**src/rtl/onp_pkg.sv**
```systemverilog
// Shared types and constants for the onp tokenizer front-end.
package onp_pkg;

  typedef enum logic [1:0] {
    NOP = 2'd0,
    NEG = 2'd1,
    ADD = 2'd2,
    MUL = 2'd3
  } op_t;

  typedef enum logic [2:0] {
    S_IDLE,
    S_NUM,
    S_CHECK,
    S_SETUP,
    S_STROBE,
    S_HOLD,
    S_FIN
  } state_t;

  typedef enum logic [2:0] {
    K_DIGIT,
    K_DELIM,
    K_OP,
    K_END,
    K_BAD
  } kind_t;

  localparam int unsigned ERR_BAD   = 0;
  localparam int unsigned ERR_UNDER = 1;
  localparam int unsigned ERR_OVER  = 2;

  localparam logic [7:0] CH_0     = 8'h30;
  localparam logic [7:0] CH_9     = 8'h39;
  localparam logic [7:0] CH_SP    = 8'h20;
  localparam logic [7:0] CH_PLUS  = 8'h2B;
  localparam logic [7:0] CH_STAR  = 8'h2A;
  localparam logic [7:0] CH_TILDE = 8'h7E;
  localparam logic [7:0] CH_EQ    = 8'h3D;
  localparam logic [7:0] CH_LF    = 8'h0A;

endpackage

```
**src/rtl/char_class.sv**
```systemverilog
// Combinational ASCII decoder: character -> token kind, digit value, operator.
module char_class
  import onp_pkg::*;
(
  input  logic [7:0] ch,
  output kind_t      kind,
  output logic [3:0] digit,
  output op_t        op
);

  // Classify one character; everything unrecognised is K_BAD.
  always_comb begin
    kind  = K_BAD;
    digit = '0;
    op    = NOP;
    if (ch >= CH_0 && ch <= CH_9) begin
      kind  = K_DIGIT;
      digit = ch[3:0];
    end else begin
      case (ch)
        CH_SP:    kind = K_DELIM;
        CH_PLUS:  begin kind = K_OP; op = ADD; end
        CH_STAR:  begin kind = K_OP; op = MUL; end
        CH_TILDE: begin kind = K_OP; op = NEG; end
        CH_EQ,
        CH_LF:    kind = K_END;
        default:  kind = K_BAD;
      endcase
    end
  end

endmodule

```
**src/rtl/onp_tokenizer.sv**
```systemverilog
// Character-stream front-end for the onp RPN core: accumulates literals,
// issues push/op commands with a setup/strobe/hold handshake, guards against
// stack under/overflow and captures the final top-of-stack.
module onp_tokenizer
  import onp_pkg::*;
#(
  parameter int unsigned W     = 16,
  parameter int unsigned CNT_W = 10,
  parameter int unsigned DEPTH = 1024
) (
  input  logic             clk,
  input  logic             nrst,
  input  logic             in_valid,
  input  logic [7:0]       in_data,
  output logic             in_ready,
  output logic             step,
  output logic             push,
  output logic [W-1:0]     d,
  output logic [1:0]       op,
  input  logic [CNT_W-1:0] cnt,
  input  logic [W-1:0]     top,
  output logic [W-1:0]     result,
  output logic             result_valid,
  output logic [2:0]       err
);

  localparam logic [CNT_W-1:0] PUSH_LIM = CNT_W'(DEPTH - 1);

  kind_t      c_kind;
  logic [3:0] c_digit;
  op_t        c_op;

  char_class u_class (
    .ch    (in_data),
    .kind  (c_kind),
    .digit (c_digit),
    .op    (c_op)
  );

  state_t       state_q, state_d;
  logic [W-1:0] acc_q, acc_d;
  logic         pend_push_q, pend_push_d;
  logic         pend_op_v_q, pend_op_v_d;
  op_t          pend_op_q, pend_op_d;
  logic         pend_end_q, pend_end_d;
  logic         in_ready_q, in_ready_d;
  logic         step_q, step_d;
  logic         push_q, push_d;
  logic [W-1:0] d_q, d_d;
  op_t          op_q, op_d;
  logic [W-1:0] result_q, result_d;
  logic         result_valid_q, result_valid_d;
  logic [2:0]   err_q, err_d;

  logic         fire;
  logic [W-1:0] digit_ext;
  state_t       after_cmd;

  assign fire      = in_valid && in_ready_q;
  assign digit_ext = {{(W-4){1'b0}}, c_digit};

  // Next-state, accumulator and command-register logic.
  always_comb begin
    state_d        = state_q;
    acc_d          = acc_q;
    pend_push_d    = pend_push_q;
    pend_op_v_d    = pend_op_v_q;
    pend_op_d      = pend_op_q;
    pend_end_d     = pend_end_q;
    push_d         = push_q;
    d_d            = d_q;
    op_d           = op_q;
    result_d       = result_q;
    result_valid_d = 1'b0;
    err_d          = err_q;
    // Where to go once the current command is finished or dropped.
    after_cmd = pend_op_v_q ? S_CHECK : (pend_end_q ? S_FIN : S_IDLE);

    case (state_q)
      S_IDLE: if (fire) begin
        case (c_kind)
          K_DIGIT: begin acc_d = digit_ext; state_d = S_NUM; end
          K_OP:    begin pend_op_v_d = 1'b1; pend_op_d = c_op; state_d = S_CHECK; end
          K_END:   state_d = S_FIN;
          K_BAD:   err_d[ERR_BAD] = 1'b1;
          default: ;
        endcase
      end
      S_NUM: if (fire) begin
        case (c_kind)
          K_DIGIT: acc_d = acc_q * W'(10) + digit_ext;
          K_DELIM: begin pend_push_d = 1'b1; state_d = S_CHECK; end
          K_OP: begin
            pend_push_d = 1'b1;
            pend_op_v_d = 1'b1;
            pend_op_d   = c_op;
            state_d     = S_CHECK;
          end
          K_END:   begin pend_push_d = 1'b1; pend_end_d = 1'b1; state_d = S_CHECK; end
          default: begin err_d[ERR_BAD] = 1'b1; acc_d = '0; state_d = S_IDLE; end
        endcase
      end
      // Pending actions are served push first, then op, then end.
      S_CHECK: begin
        if (pend_push_q) begin
          pend_push_d = 1'b0;
          if (cnt < PUSH_LIM) begin
            push_d  = 1'b1;
            d_d     = acc_q;
            op_d    = NOP;
            state_d = S_SETUP;
          end else begin
            err_d[ERR_OVER] = 1'b1;
            state_d         = after_cmd;
          end
        end else if (pend_op_v_q) begin
          pend_op_v_d = 1'b0;
          if ((pend_op_q == NEG) ? (cnt >= CNT_W'(1)) : (cnt >= CNT_W'(2))) begin
            push_d  = 1'b0;
            op_d    = pend_op_q;
            state_d = S_SETUP;
          end else begin
            err_d[ERR_UNDER] = 1'b1;
            state_d          = pend_end_q ? S_FIN : S_IDLE;
          end
        end else begin
          state_d = pend_end_q ? S_FIN : S_IDLE;
        end
      end
      S_SETUP:  state_d = S_STROBE;
      S_STROBE: state_d = S_HOLD;
      S_HOLD:   state_d = after_cmd;
      S_FIN: begin
        result_d       = top;
        result_valid_d = 1'b1;
        if (cnt != CNT_W'(1)) err_d[ERR_UNDER] = 1'b1;
        pend_end_d = 1'b0;
        state_d    = S_IDLE;
      end
      default: state_d = S_IDLE;
    endcase

    // Registered outputs follow the state being entered.
    step_d     = (state_d == S_STROBE);
    in_ready_d = (state_d == S_IDLE) || (state_d == S_NUM);
  end

  // State and output registers.
  always_ff @(posedge clk or negedge nrst) begin
    if (!nrst) begin
      state_q        <= S_IDLE;
      acc_q          <= '0;
      pend_push_q    <= 1'b0;
      pend_op_v_q    <= 1'b0;
      pend_op_q      <= NOP;
      pend_end_q     <= 1'b0;
      in_ready_q     <= 1'b0;
      step_q         <= 1'b0;
      push_q         <= 1'b0;
      d_q            <= '0;
      op_q           <= NOP;
      result_q       <= '0;
      result_valid_q <= 1'b0;
      err_q          <= '0;
    end else begin
      state_q        <= state_d;
      acc_q          <= acc_d;
      pend_push_q    <= pend_push_d;
      pend_op_v_q    <= pend_op_v_d;
      pend_op_q      <= pend_op_d;
      pend_end_q     <= pend_end_d;
      in_ready_q     <= in_ready_d;
      step_q         <= step_d;
      push_q         <= push_d;
      d_q            <= d_d;
      op_q           <= op_d;
      result_q       <= result_d;
      result_valid_q <= result_valid_d;
      err_q          <= err_d;
    end
  end

  assign in_ready     = in_ready_q;
  assign step         = step_q;
  assign push         = push_q;
  assign d            = d_q;
  assign op           = op_q;
  assign result       = result_q;
  assign result_valid = result_valid_q;
  assign err          = err_q;

endmodule

```
**config.mk**
```make
export PLATFORM = sky130hd
export DESIGN_NAME = onp_tokenizer
export DESIGN_NICKNAME = d
export VERILOG_FILES = /design/src/rtl/onp_pkg.sv /design/src/rtl/char_class.sv /design/src/rtl/onp_tokenizer.sv
export SDC_FILE = /design/constraint.sdc
export NUM_CORES = 1
export LEC_CHECK = 0
export CAP_MARGIN = 20
export CORE_ASPECT_RATIO = 1.5
export CORE_MARGIN = 2
export CORE_UTILIZATION = 65
export CTS_CLUSTER_SIZE = 30
export DETAILED_ROUTE_END_ITERATION = 7
export DONT_BUFFER_PORTS = 1
export GPL_ROUTABILITY_DRIVEN = 0
export HOLD_SLACK_MARGIN = 0.03
export PLACE_DENSITY = 0.78
export SKIP_CTS_REPAIR_TIMING = 1
export SLEW_MARGIN = 20
export SYNTH_ARGS = -nofsm -noshare
export SYNTH_HDL_FRONTEND = slang
export SYNTH_SLANG_ARGS = --single-unit
```
**constraint.sdc**
```tcl
create_clock -name clk -period 5.1 [get_ports clk]
set_input_delay 0.255 -clock clk [delete_from_list [all_inputs] [get_ports clk]]
set_output_delay 0.255 -clock clk [all_outputs]
set_load 0.1 [all_outputs]
```
==> flow_summary.html, run 1 <==
<table>
<tr><th>Metric</th><th>Value</th></tr>
<tr><th colspan="2">Status</th></tr>
<tr><td>Result of the run</td><td>finished clean</td></tr>
<tr><th colspan="2">GRT</th></tr>
<tr><td>Number of global-route vias before repair</td><td>3051</td></tr>
<tr><td>Global routing met3 resource utilization</td><td>6.67%</td></tr>
<tr><td>GRT Util Overall</td><td>27.1%</td></tr>
<tr><td>Largest net degree at the start of global routing</td><td>66</td></tr>
<tr><td>Met2 track utilization from global routing</td><td>46.9%</td></tr>
<tr><td>Met1 track demand over resource</td><td>31.3%</td></tr>
<tr><td>Initial antenna violation count</td><td>0</td></tr>
<tr><td>Residual overflow from global routing</td><td>0</td></tr>
<tr><td>Busiest layer in global routing</td><td>met2</td></tr>
<tr><td>First-pass GRT wire length</td><td>13800 um</td></tr>
<tr><th colspan="2">Worst setup path</th></tr>
<tr><td>Worst flop-to-flop path startpoint</td><td>acc_q[1]</td></tr>
<tr><td>Worst Setup Path Type</td><td>reg2reg</td></tr>
<tr><td>Largest fanout on the critical path</td><td>5</td></tr>
<tr><td>Endpoint type of the worst setup path</td><td>flip-flop</td></tr>
<tr><td>Arrival time at the worst endpoint</td><td>3550 ps</td></tr>
<tr><td>Data required time of the critical path</td><td>5330 ps</td></tr>
<tr><td>Critical-path cell with the highest stage delay</td><td>dfrtp_1</td></tr>
<tr><td>Startpoint class of the critical path</td><td>flip-flop</td></tr>
<tr><td>Critical path origin</td><td>acc_q[1]</td></tr>
<tr><td>Cell with the most instances on the worst path</td><td>ha_1</td></tr>
<tr><td>Endpoint of the worst register-to-register path</td><td>acc_q[15]</td></tr>
<tr><td>Slowest stage delay, CP</td><td>450 ps</td></tr>
<tr><td>Register-to-register setup slack</td><td>1780 ps</td></tr>
<tr><td>Sequence of cells on the critical path</td><td>ha_1, ha_1, inv_1, fa_1, nand2b_1, a2111oi_0, a311oi_1, nand4b_1, or2_1, o311a_1, a211o_1</td></tr>
<tr><td>FF-to-FF path depth</td><td>11</td></tr>
<tr><th colspan="2">Clock tree</th></tr>
<tr><td>Clock slew at the register clock pins of the worst setup and hold paths</td><td>70 ps</td></tr>
<tr><td>Clock buffer count from CTS</td><td>9</td></tr>
<tr><td>TritonCTS clock tree</td><td>done</td></tr>
<tr><td>Number of buffers on the longest clock path</td><td>2</td></tr>
<tr><td># H-tree levels</td><td>3</td></tr>
<tr><td>Clock Latency Late Sink</td><td>340 ps</td></tr>
<tr><td>Number of clock sinks</td><td>65</td></tr>
<tr><td>Root Driver</td><td>clkbuf_8</td></tr>
<tr><th colspan="2">Power and ir drop</th></tr>
<tr><td>Clock group share of total power</td><td>23.2%</td></tr>
<tr><td>VDD IR max</td><td>275 uV</td></tr>
<tr><td>Relative contribution of combinational cells to total power</td><td>14.0%</td></tr>
<tr><td>Sequential group share of total power</td><td>62.8%</td></tr>
<tr><td>Internal power</td><td>935 uW</td></tr>
<tr><td>Leakage power</td><td>0.00202 uW</td></tr>
<tr><td>Power per cell area</td><td>440 nW/um^2</td></tr>
<tr><td>Power spent charging and discharging nets</td><td>985 uW</td></tr>
<tr><td>Sw frac</td><td>51.3%</td></tr>
<tr><th colspan="2">Floorplanning</th></tr>
<tr><td>Vert. Die Dim</td><td>99.3 um</td></tr>
<tr><td>Initial cell density of the core</td><td>67.6%</td></tr>
<tr><td>Width of the chip</td><td>67.6 um</td></tr>
<tr><td>Number of rows created at floorplan</td><td>34</td></tr>
<tr><td>Top-level I/O count</td><td>78</td></tr>
<tr><td>Area enclosed by the die boundary</td><td>6710 um^2</td></tr>
<tr><td>Placeable Area</td><td>5830 um^2</td></tr>
<tr><th colspan="2">Worst hold path</th></tr>
<tr><td>Hold EP</td><td>result[1]</td></tr>
<tr><td>Hold Path Cell Cnt</td><td>2</td></tr>
<tr><td>Worst min path class</td><td>in2reg</td></tr>
<tr><td>Launch instance of the worst min-delay path</td><td>top[1]</td></tr>
<tr><th colspan="2">Logic synthesis</th></tr>
<tr><td>FFs w/ async S/R, synth</td><td>100%</td></tr>
<tr><td>Post-Synthesis Cell Area</td><td>3940 um^2</td></tr>
<tr><td>Syn Inst Count</td><td>423</td></tr>
<tr><td>Simple-gate share of the synthesized area</td><td>22.9%</td></tr>
<tr><td>Xor/xnor share of the synthesized area</td><td>4.00%</td></tr>
<tr><td>Main area contributors after synthesis</td><td>dfrtp_1 (41%), nand2_1 (8.4%), ha_1 (8.3%), mux2_2 (4.6%), o21ai_0 (2.8%)</td></tr>
<tr><td>Number of synthesized flops with an enable pin</td><td>0</td></tr>
<tr><td>Share of the synthesized area in the top cell type</td><td>41.3%</td></tr>
<tr><td>Combinational family with the most area after synthesis</td><td>simple AND/OR/NAND/NOR gates</td></tr>
<tr><td>Post-synthesis sequential element count</td><td>65</td></tr>
<tr><td>Library cell occupying the most area in the post-synthesis netlist</td><td>dfrtp_1</td></tr>
<tr><td>Distinct cell type count of the synthesized netlist</td><td>64</td></tr>
<tr><td>Count of warnings emitted by yosys</td><td>0</td></tr>
<tr><td>Mux share of post-synthesis cell area</td><td>5.34%</td></tr>
<tr><td>Adder-cell share of the synthesized area</td><td>9.28%</td></tr>
<tr><td>Synth Area per Inst</td><td>9.31 um^2</td></tr>
<tr><td>Synthesized-area fraction occupied by ao, oa, aoi and oai cells</td><td>14.6%</td></tr>
<tr><td>Post-Syn Nets</td><td>488</td></tr>
<tr><td>Share of the yosys chip area belonging to registers</td><td>41.3%</td></tr>
<tr><td>Primary flip-flop cell chosen by synthesis mapping</td><td>dfrtp_1</td></tr>
<tr><th colspan="2">Job</th></tr>
<tr><td>Reported max-cap violation count</td><td>0</td></tr>
<tr><th colspan="2">Placed design</th></tr>
<tr><td>Count of input and output buffers</td><td>0</td></tr>
<tr><td>Worst-case setup slack after placement</td><td>1780 ps</td></tr>
<tr><td>Detailed-placement wirelength estimate</td><td>6260 um</td></tr>
<tr><td>Number of placed instances, taps included</td><td>483</td></tr>
<tr><th colspan="2">Timing</th></tr>
<tr><td>Final critical-path required period</td><td>3320 ps</td></tr>
<tr><td>Final Hold Viols</td><td>0</td></tr>
<tr><td>Worst Setup Slack, final</td><td>1780 ps</td></tr>
<tr><td>Transition time at the pin with the least slew margin</td><td>1000 ps</td></tr>
<tr><td>Final setup TNS</td><td>0 ps</td></tr>
<tr><td>Setup Viol. Count Final</td><td>0</td></tr>
<tr><td>Final count of pins violating max slew</td><td>0</td></tr>
<tr><td>Worst-case headroom to the max-slew limit</td><td>33.1%</td></tr>
<tr><td>Max Freq</td><td>0.301 GHz</td></tr>
<tr><td>Worst clock skew on the final layout</td><td>8.38 ps</td></tr>
<tr><td>Unrepaired setup endpoints after global routing</td><td>no</td></tr>
<tr><td>Final critical-path share of the clock period</td><td>65.2%</td></tr>
<tr><th colspan="2">Route</th></tr>
<tr><td>Routed via count</td><td>3201</td></tr>
<tr><td>Routed wire length</td><td>8790 um</td></tr>
<tr><td>1st-pass router iterations</td><td>4</td></tr>
<tr><td>Vias/cell</td><td>6.22</td></tr>
<tr><td>Detailed-route wire length per cell</td><td>17.1 um</td></tr>
<tr><td>Final routed DRC violation total</td><td>0</td></tr>
<tr><td>Number of DRC markers after the initial detailed-route iteration</td><td>234</td></tr>
<tr><td>Detail Route Antenna Nets</td><td>0</td></tr>
<tr><th colspan="2">Finish</th></tr>
<tr><td>Synthesis-to-layout area growth</td><td>10.7%</td></tr>
<tr><td>Fraction of layout cells with a size suffix above 1</td><td>9.93%</td></tr>
<tr><td>Diode insertion count for antenna repair</td><td>0</td></tr>
<tr><td>Filler-free cell count of the finished design</td><td>515</td></tr>
<tr><td>Net count reported at finish</td><td>503</td></tr>
</table>
-- cell families (layout without fill, tap and decap cells) --
group,count (synthesis),in the layout
AND/OR/NAND/NOR,182,182
multiplexers,19,19
flip-flops,65,65
adder cells (fa/ha/maj),28,28
XOR/XNOR,18,18
AO/OA/AOI/OAI,85,85
buffers and inverters,26,46
-- metal layers --
metal,part of all wire [%],wire [um]
met5,0,0
met2,54,4710
met1,39,3420
met3,5.6,490
met4,1.9,165
-- placed cells by master, fill, tap and decap left out, types with 4 or more instances in the layout --
cell type	instances
a2111oi_0	5
a21o_1	5
a21oi_1	14
and3_1	6
clkbuf_8	9
dfrtp_1	65
dlygate4sd3_1	15
ha_1	26
inv_1	13
mux2_2	16
nand2_1	88
nand2b_1	4
nand3_1	6
nor2_1	29
nor3_1	7
o211ai_1	5
o21ai_0	22
o21bai_1	4
or3_1	4
xnor2_1	9
xor2_1	9
-- how the worst max path moves through the flow --
stage,to,slack (ps),cells after the start
floorplan,acc_q[15],2010,10
global placement,acc_q[15],1880,10
detailed placement,acc_q[15],1780,11
CTS,acc_q[15],1770,11
global route,acc_q[15],1530,10
finish,acc_q[15],1780,11
-- synthesized netlist by cell type (4+ instances only) --
| cell type | number |
|---|---|
| a2111oi_0 | 5 |
| a21o_1 | 5 |
| a21oi_1 | 14 |
| and3_1 | 6 |
| clkbuf_1 | 9 |
| dfrtp_1 | 65 |
| ha_1 | 26 |
| inv_1 | 13 |
| mux2_2 | 16 |
| nand2_1 | 88 |
| nand2b_1 | 4 |
| nand3_1 | 6 |
| nor2_1 | 29 |
| nor3_1 | 7 |
| o211ai_1 | 5 |
| o21ai_0 | 22 |
| o21bai_1 | 4 |
| or3_1 | 4 |
| xnor2_1 | 9 |
| xor2_1 | 9 |
-- power by group through the flow --
stage / clock [uW] / sequential (uW) / combinational, uW
2_1_floorplan: 0 / 1180 / 214
3_3_place_gp: 0 / 1210 / 233
3_5_place_dp: 0 / 1210 / 243
4_1_cts: 451 / 1200 / 245
5_1_grt: 475 / 1220 / 307
6_report: 445 / 1210 / 270
-- per-stage QoR --
step | utilization (%) | hold WS (ps) | power, uW | cell area (um^2)
after CTS | 71.7 | -417 | 1900 | 4180
after detailed placement | 68.3 | -39.3 | 1460 | 3980
after global placement | 68.3 | -39.4 | 1440 | 3980
after global routing | 74.8 | 38.5 | 2010 | 4360
after floorplan | - | -40.6 | 1400 | 3940
final | 74.8 | 33.3 | 1920 | 4360
-- flip-flops by register name, summed over array words and instances, names as in the netlist --
register,flops
err,3
pend_push_q,1
d,16
push,1
pend_op_v_q,1
acc_q,16
state_q,3
pend_end_q,1
result,16
result_valid,1
step,1
in_ready,1
pend_op_q,2
op,2
-- area by class of cell --
class,instances,area [um^2]
well taps,72,90.1
clock inverters,7,78.8
flip-flops and latches,65,1630
multi-input cells,332,2210
fillers,428,1470
inverters,14,52.6
repair buffers,16,178
clock buffers,9,124
-- worst max-delay path, delay by kind of cell (launching register included) --
kind	cells	cell delay [ps]
AOI/OAI and AO/OA	4	1090
and+or+nand+nor	3	730
buffers and inverters	1	60
DFF	1	450
adders and majority gates	3	890
Note: power is estimated with default switching activity, not from simulation.
==> run 2, diff against run 1 <==
--- a/config.mk
+++ b/config.mk
@@ -5,16 +5,17 @@
 export SDC_FILE = /design/constraint.sdc
 export NUM_CORES = 1
 export LEC_CHECK = 0
+export ABC_AREA = 1
 export CAP_MARGIN = 20
 export CORE_ASPECT_RATIO = 1.5
 export CORE_MARGIN = 2
-export CORE_UTILIZATION = 65
+export CORE_UTILIZATION = 64
 export CTS_CLUSTER_SIZE = 30
 export DETAILED_ROUTE_END_ITERATION = 7
 export DONT_BUFFER_PORTS = 1
 export GPL_ROUTABILITY_DRIVEN = 0
 export HOLD_SLACK_MARGIN = 0.03
-export PLACE_DENSITY = 0.78
+export PLACE_DENSITY = 0.77
 export SKIP_CTS_REPAIR_TIMING = 1
 export SLEW_MARGIN = 20
 export SYNTH_ARGS = -nofsm -noshare
==> constraint.sdc (replaced) <==
create_clock -name clk -period 3.1 [get_ports clk]
set_input_delay 0.155 -clock clk [delete_from_list [all_inputs] [get_ports clk]]
set_output_delay 0.155 -clock clk [all_outputs]
set_load 0.1 [all_outputs]
==> run 2 against run 1 <==
Effect of this change: sequential cell count is the same; critical path type unchanged; combinational power grew 130%; final cell count grew 28%.
==> flow_summary.html, run 2 <==
<table>
<tr><th>Metric</th><th>Value</th></tr>
<tr><th colspan="2">Worst setup path</th></tr>
<tr><td>Data required time of the critical path</td><td>3320 ps (-2010 ps)</td></tr>
<tr><td>Sequence of cells on the critical path</td><td>ha_1, ha_1, inv_1, fa_1, xnor2_1, inv_1, nor2_1, nand2_1, nor2_2, nand3_1, nor2_2, nand4_1, nand3_1, nand2_1</td></tr>
<tr><td>Critical-path cell with the highest stage delay</td><td>dfrtp_1</td></tr>
<tr><td>Slowest stage delay, CP</td><td>450 ps (about the same)</td></tr>
<tr><td>Endpoint type of the worst setup path</td><td>flip-flop</td></tr>
<tr><td>Worst Setup Path Type</td><td>reg2reg</td></tr>
<tr><td>Register-to-register setup slack</td><td>340 ps (-1440 ps)</td></tr>
<tr><td>Arrival time at the worst endpoint</td><td>2990 ps (-560 ps)</td></tr>
<tr><td>Cell family contributing the most delay on the critical path</td><td>adder cells</td></tr>
<tr><td>Critical path buffers and inverters</td><td>2 (+1)</td></tr>
<tr><td>Startpoint class of the critical path</td><td>flip-flop</td></tr>
<tr><td>Largest fanout on the critical path</td><td>5 (unchanged)</td></tr>
<tr><th colspan="2">Route</th></tr>
<tr><td>Detailed-route wire length per cell</td><td>14.3 um (-16%)</td></tr>
<tr><td>Vias/cell</td><td>5.63 (-9.3%)</td></tr>
<tr><td>Routed via count</td><td>3702 (+16%)</td></tr>
<tr><td>Detail Route Antenna Nets</td><td>0 (unchanged)</td></tr>
<tr><td>Routed wire length</td><td>9360 um (+6.5%)</td></tr>
<tr><td>Number of DRC markers after the initial detailed-route iteration</td><td>233 (-0.43%)</td></tr>
<tr><td>Final routed DRC violation total</td><td>0 (unchanged)</td></tr>
<tr><td>1st-pass router iterations</td><td>5 (+1)</td></tr>
<tr><th colspan="2">Timing</th></tr>
<tr><td>Final critical-path required period</td><td>2760 ps (-562 ps)</td></tr>
<tr><td>Final critical-path share of the clock period</td><td>89.1% (+24 points)</td></tr>
<tr><td>Max Freq</td><td>0.362 GHz (+20%)</td></tr>
<tr><td>Unrepaired setup endpoints after global routing</td><td>no</td></tr>
<tr><td>Transition time at the pin with the least slew margin</td><td>936 ps (-66.8 ps)</td></tr>
<tr><td>Setup Viol. Count Final</td><td>0 (unchanged)</td></tr>
<tr><td>Final Hold Viols</td><td>0 (unchanged)</td></tr>
<tr><td>Worst-case headroom to the max-slew limit</td><td>37.6% (+4.5 points)</td></tr>
<tr><td>Final count of pins violating max slew</td><td>0 (unchanged)</td></tr>
<tr><td>Worst clock skew on the final layout</td><td>6.64 ps (-1.74 ps)</td></tr>
<tr><td>Final setup TNS</td><td>0 ps (unchanged)</td></tr>
<tr><th colspan="2">Worst hold path</th></tr>
<tr><td>Worst min path class</td><td>in2reg</td></tr>
<tr><th colspan="2">GRT</th></tr>
<tr><td>Busiest layer in global routing</td><td>met2</td></tr>
<tr><td>Number of global-route vias before repair</td><td>3380 (+11%)</td></tr>
<tr><td>Met2 track utilization from global routing</td><td>46.4% (-0.53 points)</td></tr>
<tr><td>GRT Util Overall</td><td>27.1% (+0.045 points)</td></tr>
<tr><td>Residual overflow from global routing</td><td>0 (unchanged)</td></tr>
<tr><td>Initial antenna violation count</td><td>0 (unchanged)</td></tr>
<tr><td>First-pass GRT wire length</td><td>14500 um (+4.4%)</td></tr>
<tr><td>Global routing met3 resource utilization</td><td>4.67% (-2.0 points)</td></tr>
<tr><td>Largest net degree at the start of global routing</td><td>66 (unchanged)</td></tr>
<tr><td>Met1 track demand over resource</td><td>34.0% (+2.7 points)</td></tr>
<tr><th colspan="2">Clock tree</th></tr>
<tr><td>Clock buffer count from CTS</td><td>9 (unchanged)</td></tr>
<tr><td>TritonCTS clock tree</td><td>done</td></tr>
<tr><td>Clock Latency Late Sink</td><td>330 ps (about the same)</td></tr>
<tr><td>Clock slew at the register clock pins of the worst setup and hold paths</td><td>80 ps (about the same)</td></tr>
<tr><td>Number of clock sinks</td><td>65 (unchanged)</td></tr>
<tr><td>Number of buffers on the longest clock path</td><td>2 (unchanged)</td></tr>
<tr><td># H-tree levels</td><td>3 (unchanged)</td></tr>
<tr><td>Root Driver</td><td>clkbuf_8</td></tr>
<tr><th colspan="2">Finish</th></tr>
<tr><td>Synthesis-to-layout area growth</td><td>12.3%</td></tr>
<tr><td>Diode insertion count for antenna repair</td><td>0 (unchanged)</td></tr>
<tr><td>Most common library cell in the layout ignoring fill and taps</td><td>nand2_1</td></tr>
<tr><td>Fraction of layout cells with a size suffix above 1</td><td>7.20% (-2.7 points)</td></tr>
<tr><td>Layout Cell Area excl Fill</td><td>4540 um^2 (+4.0%)</td></tr>
<tr><td>Most frequent cells in the layout</td><td>nand2_1 (215), dfrtp_1 (65), inv_1 (54), nand3_1 (46), nor2_1 (39)</td></tr>
<tr><td>Net count reported at finish</td><td>643 (+28%)</td></tr>
<tr><th colspan="2">Logic synthesis</th></tr>
<tr><td>Primary flip-flop cell chosen by synthesis mapping</td><td>dfrtp_1</td></tr>
<tr><td>Synth Area per Inst</td><td>7.30 um^2 (-22%)</td></tr>
<tr><td>Most numerous cell types in the synthesized netlist</td><td>nand2_1 (215), dfrtp_1 (65), inv_1 (54)</td></tr>
<tr><td>Main area contributors after synthesis</td><td>dfrtp_1 (40%), nand2_1 (20%), ha_1 (8.1%), nand3_1 (5.7%), inv_1 (5.0%)</td></tr>
<tr><td>Number of synthesized flops with an enable pin</td><td>0 (unchanged)</td></tr>
<tr><td>Synthesized-area fraction occupied by ao, oa, aoi and oai cells</td><td>7.00% (-7.6 points)</td></tr>
<tr><td>Simple-gate share of the synthesized area</td><td>36.0% (+13 points)</td></tr>
<tr><td>FFs w/ async S/R, synth</td><td>100% (unchanged)</td></tr>
<tr><td>Mux share of post-synthesis cell area</td><td>0% (-5.3 points)</td></tr>
<tr><td>Post-synthesis sequential element count</td><td>65 (unchanged)</td></tr>
<tr><td>Xor/xnor share of the synthesized area</td><td>0.434% (-3.6 points)</td></tr>
<tr><td>Combinational family with the most area after synthesis</td><td>simple AND/OR/NAND/NOR gates</td></tr>
<tr><td>Post-Syn Nets</td><td>618 (+27%)</td></tr>
<tr><td>Post-Synthesis Cell Area</td><td>4040 um^2 (+2.5%)</td></tr>
<tr><td>Count of warnings emitted by yosys</td><td>0 (unchanged)</td></tr>
<tr><td>Share of the synthesized area in the top cell type</td><td>40.3% (-1.0 points)</td></tr>
<tr><td>Syn Inst Count</td><td>553 (+31%)</td></tr>
<tr><td>Adder-cell share of the synthesized area</td><td>9.05% (-0.23 points)</td></tr>
<tr><td>Share of the yosys chip area belonging to registers</td><td>40.3% (-1.0 points)</td></tr>
<tr><td>Distinct cell type count of the synthesized netlist</td><td>36 (-44%)</td></tr>
<tr><td>Library cell occupying the most area in the post-synthesis netlist</td><td>dfrtp_1</td></tr>
<tr><td>Cell with the most instances after synthesis</td><td>nand2_1</td></tr>
<tr><th colspan="2">Power and ir drop</th></tr>
<tr><td>VDD IR max</td><td>391 uV (+42%)</td></tr>
<tr><td>Power per cell area</td><td>759 nW/um^2 (+72%)</td></tr>
<tr><td>Leakage power</td><td>0.00245 uW (+21%)</td></tr>
<tr><th colspan="2">Placed design</th></tr>
<tr><td>Count of input and output buffers</td><td>0 (unchanged)</td></tr>
<tr><td>Detailed-placement wirelength estimate</td><td>6790 um (+8.6%)</td></tr>
<tr><td>Placed Area</td><td>4100 um^2 (+3.1%)</td></tr>
<tr><th colspan="2">Floorplanning</th></tr>
<tr><td>Placeable Area</td><td>6130 um^2 (+5.2%)</td></tr>
<tr><td>Number of rows created at floorplan</td><td>35 (+2.9%)</td></tr>
<tr><td>Area enclosed by the die boundary</td><td>6970 um^2 (+3.9%)</td></tr>
<tr><td>Vert. Die Dim</td><td>101 um (+2.0%)</td></tr>
<tr><td>Initial cell density of the core</td><td>65.9% (-1.7 points)</td></tr>
<tr><td>Width of the chip</td><td>68.9 um (+1.9%)</td></tr>
<tr><td>Top-level I/O count</td><td>78 (unchanged)</td></tr>
<tr><th colspan="2">Job</th></tr>
<tr><td>Reported max-cap violation count</td><td>0 (unchanged)</td></tr>
<tr><th colspan="2">Status</th></tr>
<tr><td>Result of the run</td><td>finished clean</td></tr>
</table>
[run 2: cell types whose count changed in the layout (fill, tap and decap cells not counted), moves of 6 or more]
cell and change:
nand2_1 +127, inv_1 +41, nand3_1 +40, mux2_2 -16, nand4_1 +11, nor2_1 +10
xor2_1 -9, xnor2_1 -7, and3_1 -6
[run 2: layout make-up]
type	instances	area [um^2]
clock buffer	9	124
clock inverter	7	101
fill	463	1600
inverter	60	230
multi-input combinational	419	2120
sequential	65	1630
tap	74	92.6
timing repair buffer	23	238
[run 2: worst reg2reg max path: stages, from the launching register on]
cell,delay [ps]
dfrtp_1,450
ha_1,310
ha_1,210
inv_1,70
fa_1,390
xnor2_1,250
inv_1,70
nor2_1,140
nand2_1,100
nor2_2,130
nand3_1,100
nor2_2,170
nand4_1,110
nand3_1,100
nand2_1,50
[run 2: metal layers]
layer / routed length, um / vias up
li1: - / 1853
met5: 0 / -
met2: 4840 / 113
met1: 3890 / 1724
met3: 471 / 12
met4: 155 / 0
[run 2: kinds of logic after synthesis]
kind of cell / after synthesis
AO/OA/AOI/OAI: 48
XOR/XNOR: 2
adder cells (fa/ha/maj): 28
buffers and inverters: 69
flip-flops: 65
AND/OR/NAND/NOR: 341
[run 2: path summary, 6_finish.rpt]
path                         startpoint      endpoint  depth (start not counted)
min                          in_data[4]  pend_op_q[1]                          3
min in group asynchronous          nrst     result[6]                          2
min reg2reg                pend_op_q[1]  pend_op_q[1]                          2
max in group asynchronous          nrst        err[0]                          2
max reg2reg                    acc_q[1]     acc_q[15]                         14
max                            acc_q[1]     acc_q[15]                         14
[run 2: power by group]
group	leakage [uW]	internal [uW]	switching, uW
sequential	0.000843	993	1040
combinational	0.00150	196	413
clock	0.000107	461	338
total	0.00245	1650	1790
[run 2: per-stage QoR]
| step | util (%) | instances | hold WS, ps | worst slack [ps] | total power, uW |
|---|---|---|---|---|---|
| 6_report | 74.0 | 657 | 39.3 | 338 | 3440 |
| 5_1_grt | 74.0 | 657 | 62.5 | 5.60 | 3600 |
| 4_1_cts | 70.6 | 638 | -504 | 309 | 3390 |
| 3_5_place_dp | 66.9 | 622 | -139 | 348 | 2600 |
| 3_3_place_gp | 66.9 | 622 | -139 | 438 | 2580 |
| 2_1_floorplan | - | 553 | -141 | 598 | 2470 |
==> run 3, diff against run 2 <==
--- a/config.mk
+++ b/config.mk
@@ -7,8 +7,8 @@
 export LEC_CHECK = 0
 export ABC_AREA = 1
 export CAP_MARGIN = 20
-export CORE_ASPECT_RATIO = 1.5
-export CORE_MARGIN = 2
+export CORE_ASPECT_RATIO = 0.5
+export CORE_MARGIN = 8
 export CORE_UTILIZATION = 64
 export CTS_CLUSTER_SIZE = 30
 export DETAILED_ROUTE_END_ITERATION = 7
==> run 3 against run 2 <==
Effect of this change: core utilization rose by 2.9 points; critical path type unchanged; non-clock buffer count did not move; clock-buffer cell count stayed put; routed wire length grew 7.7%; largest cell class unchanged.
==> flow_summary.html, run 3 (synthesis gave the netlist of run 2 again) <==
<table>
<tr><th>Metric</th><th>Value</th></tr>
<tr><th colspan="2">Status</th></tr>
<tr><td>Result of the run</td><td>finished clean</td></tr>
<tr><th colspan="2">Clock tree</th></tr>
<tr><td>Number of clock sinks</td><td>65 (unchanged)</td></tr>
<tr><td># H-tree levels</td><td>3 (unchanged)</td></tr>
<tr><td>Clock Latency Late Sink</td><td>330 ps (about the same)</td></tr>
<tr><td>TritonCTS clock tree</td><td>done</td></tr>
<tr><td>Clock buffer count from CTS</td><td>9 (unchanged)</td></tr>
<tr><td>Root Driver</td><td>clkbuf_16</td></tr>
<tr><td>Number of buffers on the longest clock path</td><td>2 (unchanged)</td></tr>
<tr><td>Clock slew at the register clock pins of the worst setup and hold paths</td><td>60 ps (-20 ps)</td></tr>
<tr><th colspan="2">Route</th></tr>
<tr><td>Detail Route Antenna Nets</td><td>0 (unchanged)</td></tr>
<tr><td>Number of DRC markers after the initial detailed-route iteration</td><td>312 (+34%)</td></tr>
<tr><td>1st-pass router iterations</td><td>5 (unchanged)</td></tr>
<tr><td>Final routed DRC violation total</td><td>0 (unchanged)</td></tr>
<tr><td>Routed via count</td><td>3677 (-0.68%)</td></tr>
<tr><td>Routed wire length</td><td>10100 um (+7.7%)</td></tr>
<tr><td>Vias/cell</td><td>5.48 (-2.7%)</td></tr>
<tr><td>Detailed-route wire length per cell</td><td>15.0 um (+5.5%)</td></tr>
<tr><th colspan="2">Timing</th></tr>
<tr><td>Final setup TNS</td><td>0 ps (unchanged)</td></tr>
<tr><td>Transition time at the pin with the least slew margin</td><td>925 ps (-11.4 ps)</td></tr>
<tr><td>Final Hold Viols</td><td>0 (unchanged)</td></tr>
<tr><td>Final critical-path required period</td><td>2830 ps (+68.4 ps)</td></tr>
<tr><td>Worst-case headroom to the max-slew limit</td><td>38.3% (+0.76 points)</td></tr>
<tr><td>Unrepaired setup endpoints after global routing</td><td>no</td></tr>
<tr><td>Final critical-path share of the clock period</td><td>91.3% (+2.2 points)</td></tr>
<tr><td>Final count of pins violating max slew</td><td>0 (unchanged)</td></tr>
<tr><td>Max Freq</td><td>0.353 GHz (-2.4%)</td></tr>
<tr><td>Worst clock skew on the final layout</td><td>7.04 ps (+0.398 ps)</td></tr>
<tr><td>Setup Viol. Count Final</td><td>0 (unchanged)</td></tr>
<tr><th colspan="2">GRT</th></tr>
<tr><td>Number of global-route vias before repair</td><td>3252 (-3.8%)</td></tr>
<tr><td>Residual overflow from global routing</td><td>0 (unchanged)</td></tr>
<tr><td>Largest net degree at the start of global routing</td><td>66 (unchanged)</td></tr>
<tr><td>First-pass GRT wire length</td><td>15600 um (+8.2%)</td></tr>
<tr><td>GRT Util Overall</td><td>21.0% (-6.1 points)</td></tr>
<tr><td>Initial antenna violation count</td><td>0 (unchanged)</td></tr>
<tr><th colspan="2">Finish</th></tr>
<tr><td>Most common library cell in the layout ignoring fill and taps</td><td>nand2_1</td></tr>
<tr><td>Footprint of the multi-input gates</td><td>2120 um^2 (-0.12%)</td></tr>
<tr><td>Fraction of layout cells with a size suffix above 1</td><td>7.03% (-0.17 points)</td></tr>
<tr><td>Net count reported at finish</td><td>643 (unchanged)</td></tr>
<tr><td>Layout Cell Area excl Fill</td><td>4670 um^2 (+3.1%)</td></tr>
<tr><td>Most frequent cells in the layout</td><td>nand2_1 (215), dfrtp_1 (65), inv_1 (54), nand3_1 (46), nor2_1 (40)</td></tr>
<tr><td>Synthesis-to-layout area growth</td><td>15.8%</td></tr>
<tr><td>Diode insertion count for antenna repair</td><td>0 (unchanged)</td></tr>
<tr><td>Fill cells</td><td>455 (-1.7%)</td></tr>
<tr><td>Register cell area after layout</td><td>1630 um^2 (unchanged)</td></tr>
<tr><th colspan="2">Worst setup path</th></tr>
<tr><td>Largest fanout on the critical path</td><td>5 (unchanged)</td></tr>
<tr><td>Arrival time at the worst endpoint</td><td>3050 ps (+60 ps)</td></tr>
<tr><td>Critical path origin</td><td>acc_q[1]</td></tr>
<tr><td>Worst Setup Path Type</td><td>reg2reg</td></tr>
<tr><td>FF-to-FF path depth</td><td>14 (unchanged)</td></tr>
<tr><td>Endpoint of the worst register-to-register path</td><td>acc_q[15]</td></tr>
<tr><td>Register-to-register setup slack</td><td>270 ps (-70 ps)</td></tr>
<tr><td>Startpoint class of the critical path</td><td>flip-flop</td></tr>
<tr><td>Worst flop-to-flop path startpoint</td><td>acc_q[1]</td></tr>
<tr><td>Data required time of the critical path</td><td>3320 ps (about the same)</td></tr>
<tr><td>CP endpoint</td><td>acc_q[15]</td></tr>
<tr><td>Endpoint type of the worst setup path</td><td>flip-flop</td></tr>
<tr><th colspan="2">Power and ir drop</th></tr>
<tr><td>VDD IR max</td><td>463 uV (+18%)</td></tr>
<tr><td>Power per cell area</td><td>822 nW/um^2 (+8.2%)</td></tr>
<tr><td>Leakage power</td><td>0.00251 uW (+2.4%)</td></tr>
<tr><th colspan="2">Floorplanning</th></tr>
<tr><td>Area enclosed by the die boundary</td><td>9260 um^2 (+33%)</td></tr>
<tr><td>Number of rows created at floorplan</td><td>20 (-43%)</td></tr>
<tr><td>Width of the chip</td><td>128 um (+86%)</td></tr>
<tr><td>Top-level I/O count</td><td>78 (unchanged)</td></tr>
<tr><td>Placeable Area</td><td>6080 um^2 (-0.82%)</td></tr>
<tr><td>Vert. Die Dim</td><td>72.2 um (-29%)</td></tr>
<tr><td>Initial cell density of the core</td><td>66.4% (+0.54 points)</td></tr>
<tr><th colspan="2">Worst hold path</th></tr>
<tr><td>Worst min path class</td><td>in2reg</td></tr>
<tr><th colspan="2">Placed design</th></tr>
<tr><td>Count of input and output buffers</td><td>0 (unchanged)</td></tr>
<tr><td>Placed Area</td><td>4120 um^2 (+0.43%)</td></tr>
<tr><td>Detailed-placement wirelength estimate</td><td>7130 um (+4.9%)</td></tr>
<tr><th colspan="2">Job</th></tr>
<tr><td>Reported max-cap violation count</td><td>0 (unchanged)</td></tr>
</table>
run 3: cell type report:
class	count	share of cell area, %
tap	88	2.36
clock buffer	9	4.82
sequential	65	34.8
clock inverter	7	2.65
timing repair buffer	23	5.09
multi-input combinational	419	45.4
inverter	60	4.93
run 3: metal layers:
layer | vias to the layer above | track usage [%] | routed length (um)
met2 | 125 | 35.1 | 4770
met1 | 1690 | 25.3 | 4350
met5 | - | 0 | 0
met3 | 15 | 6.73 | 829
met4 | 0 | 7.05 | 138
li1 | 1847 | - | -
run 3: how the worst min path moves through the flow:
stage,from,to,slack (ps),depth (start not counted)
2_1_floorplan,nrst,acc_q[0],-140,0
3_3_place_gp,nrst,d[12],-140,0
3_5_place_dp,nrst,d[12],-140,0
4_1_cts,nrst,acc_q[1],-490,0
5_1_grt,in_data[2],pend_op_q[1],60,3
6_report,in_data[4],pend_op_q[1],40,3
run 3: power breakdown:
| part | total (uW) | switching [uW] | internal (uW) |
|---|---|---|---|
| Combinational | 613 | 417 | 196 |
| Sequential | 2050 | 1050 | 994 |
| Clock | 1180 | 387 | 792 |
| Total | 3840 | 1860 | 1980 |
run 3: metrics by stage:
stage / util (%) / setup slack (ps) / hold WS [ps] / power, uW / std cells
floorplan: - / 598 / -141 / 2470 / 553
global placement: 67.7 / 438 / -139 / 2590 / 636
detailed placement: 67.7 / 333 / -139 / 2610 / 636
CTS: 73.5 / 288 / -491 / 3800 / 652
global route: 76.9 / 31.4 / 61.0 / 3980 / 671
finish: 76.9 / 270 / 40.5 / 3840 / 671
run 3: critical path: stages, from the launching register on:
cell	delay, ps
dfrtp_1	440
ha_1	310
ha_1	220
inv_1	70
fa_1	400
xnor2_1	260
inv_1	80
nor2_1	160
nand2_1	100
nor2_2	140
nand3_1	110
nor2_2	180
nand4_1	110
nand3_1	90
nand2_1	50
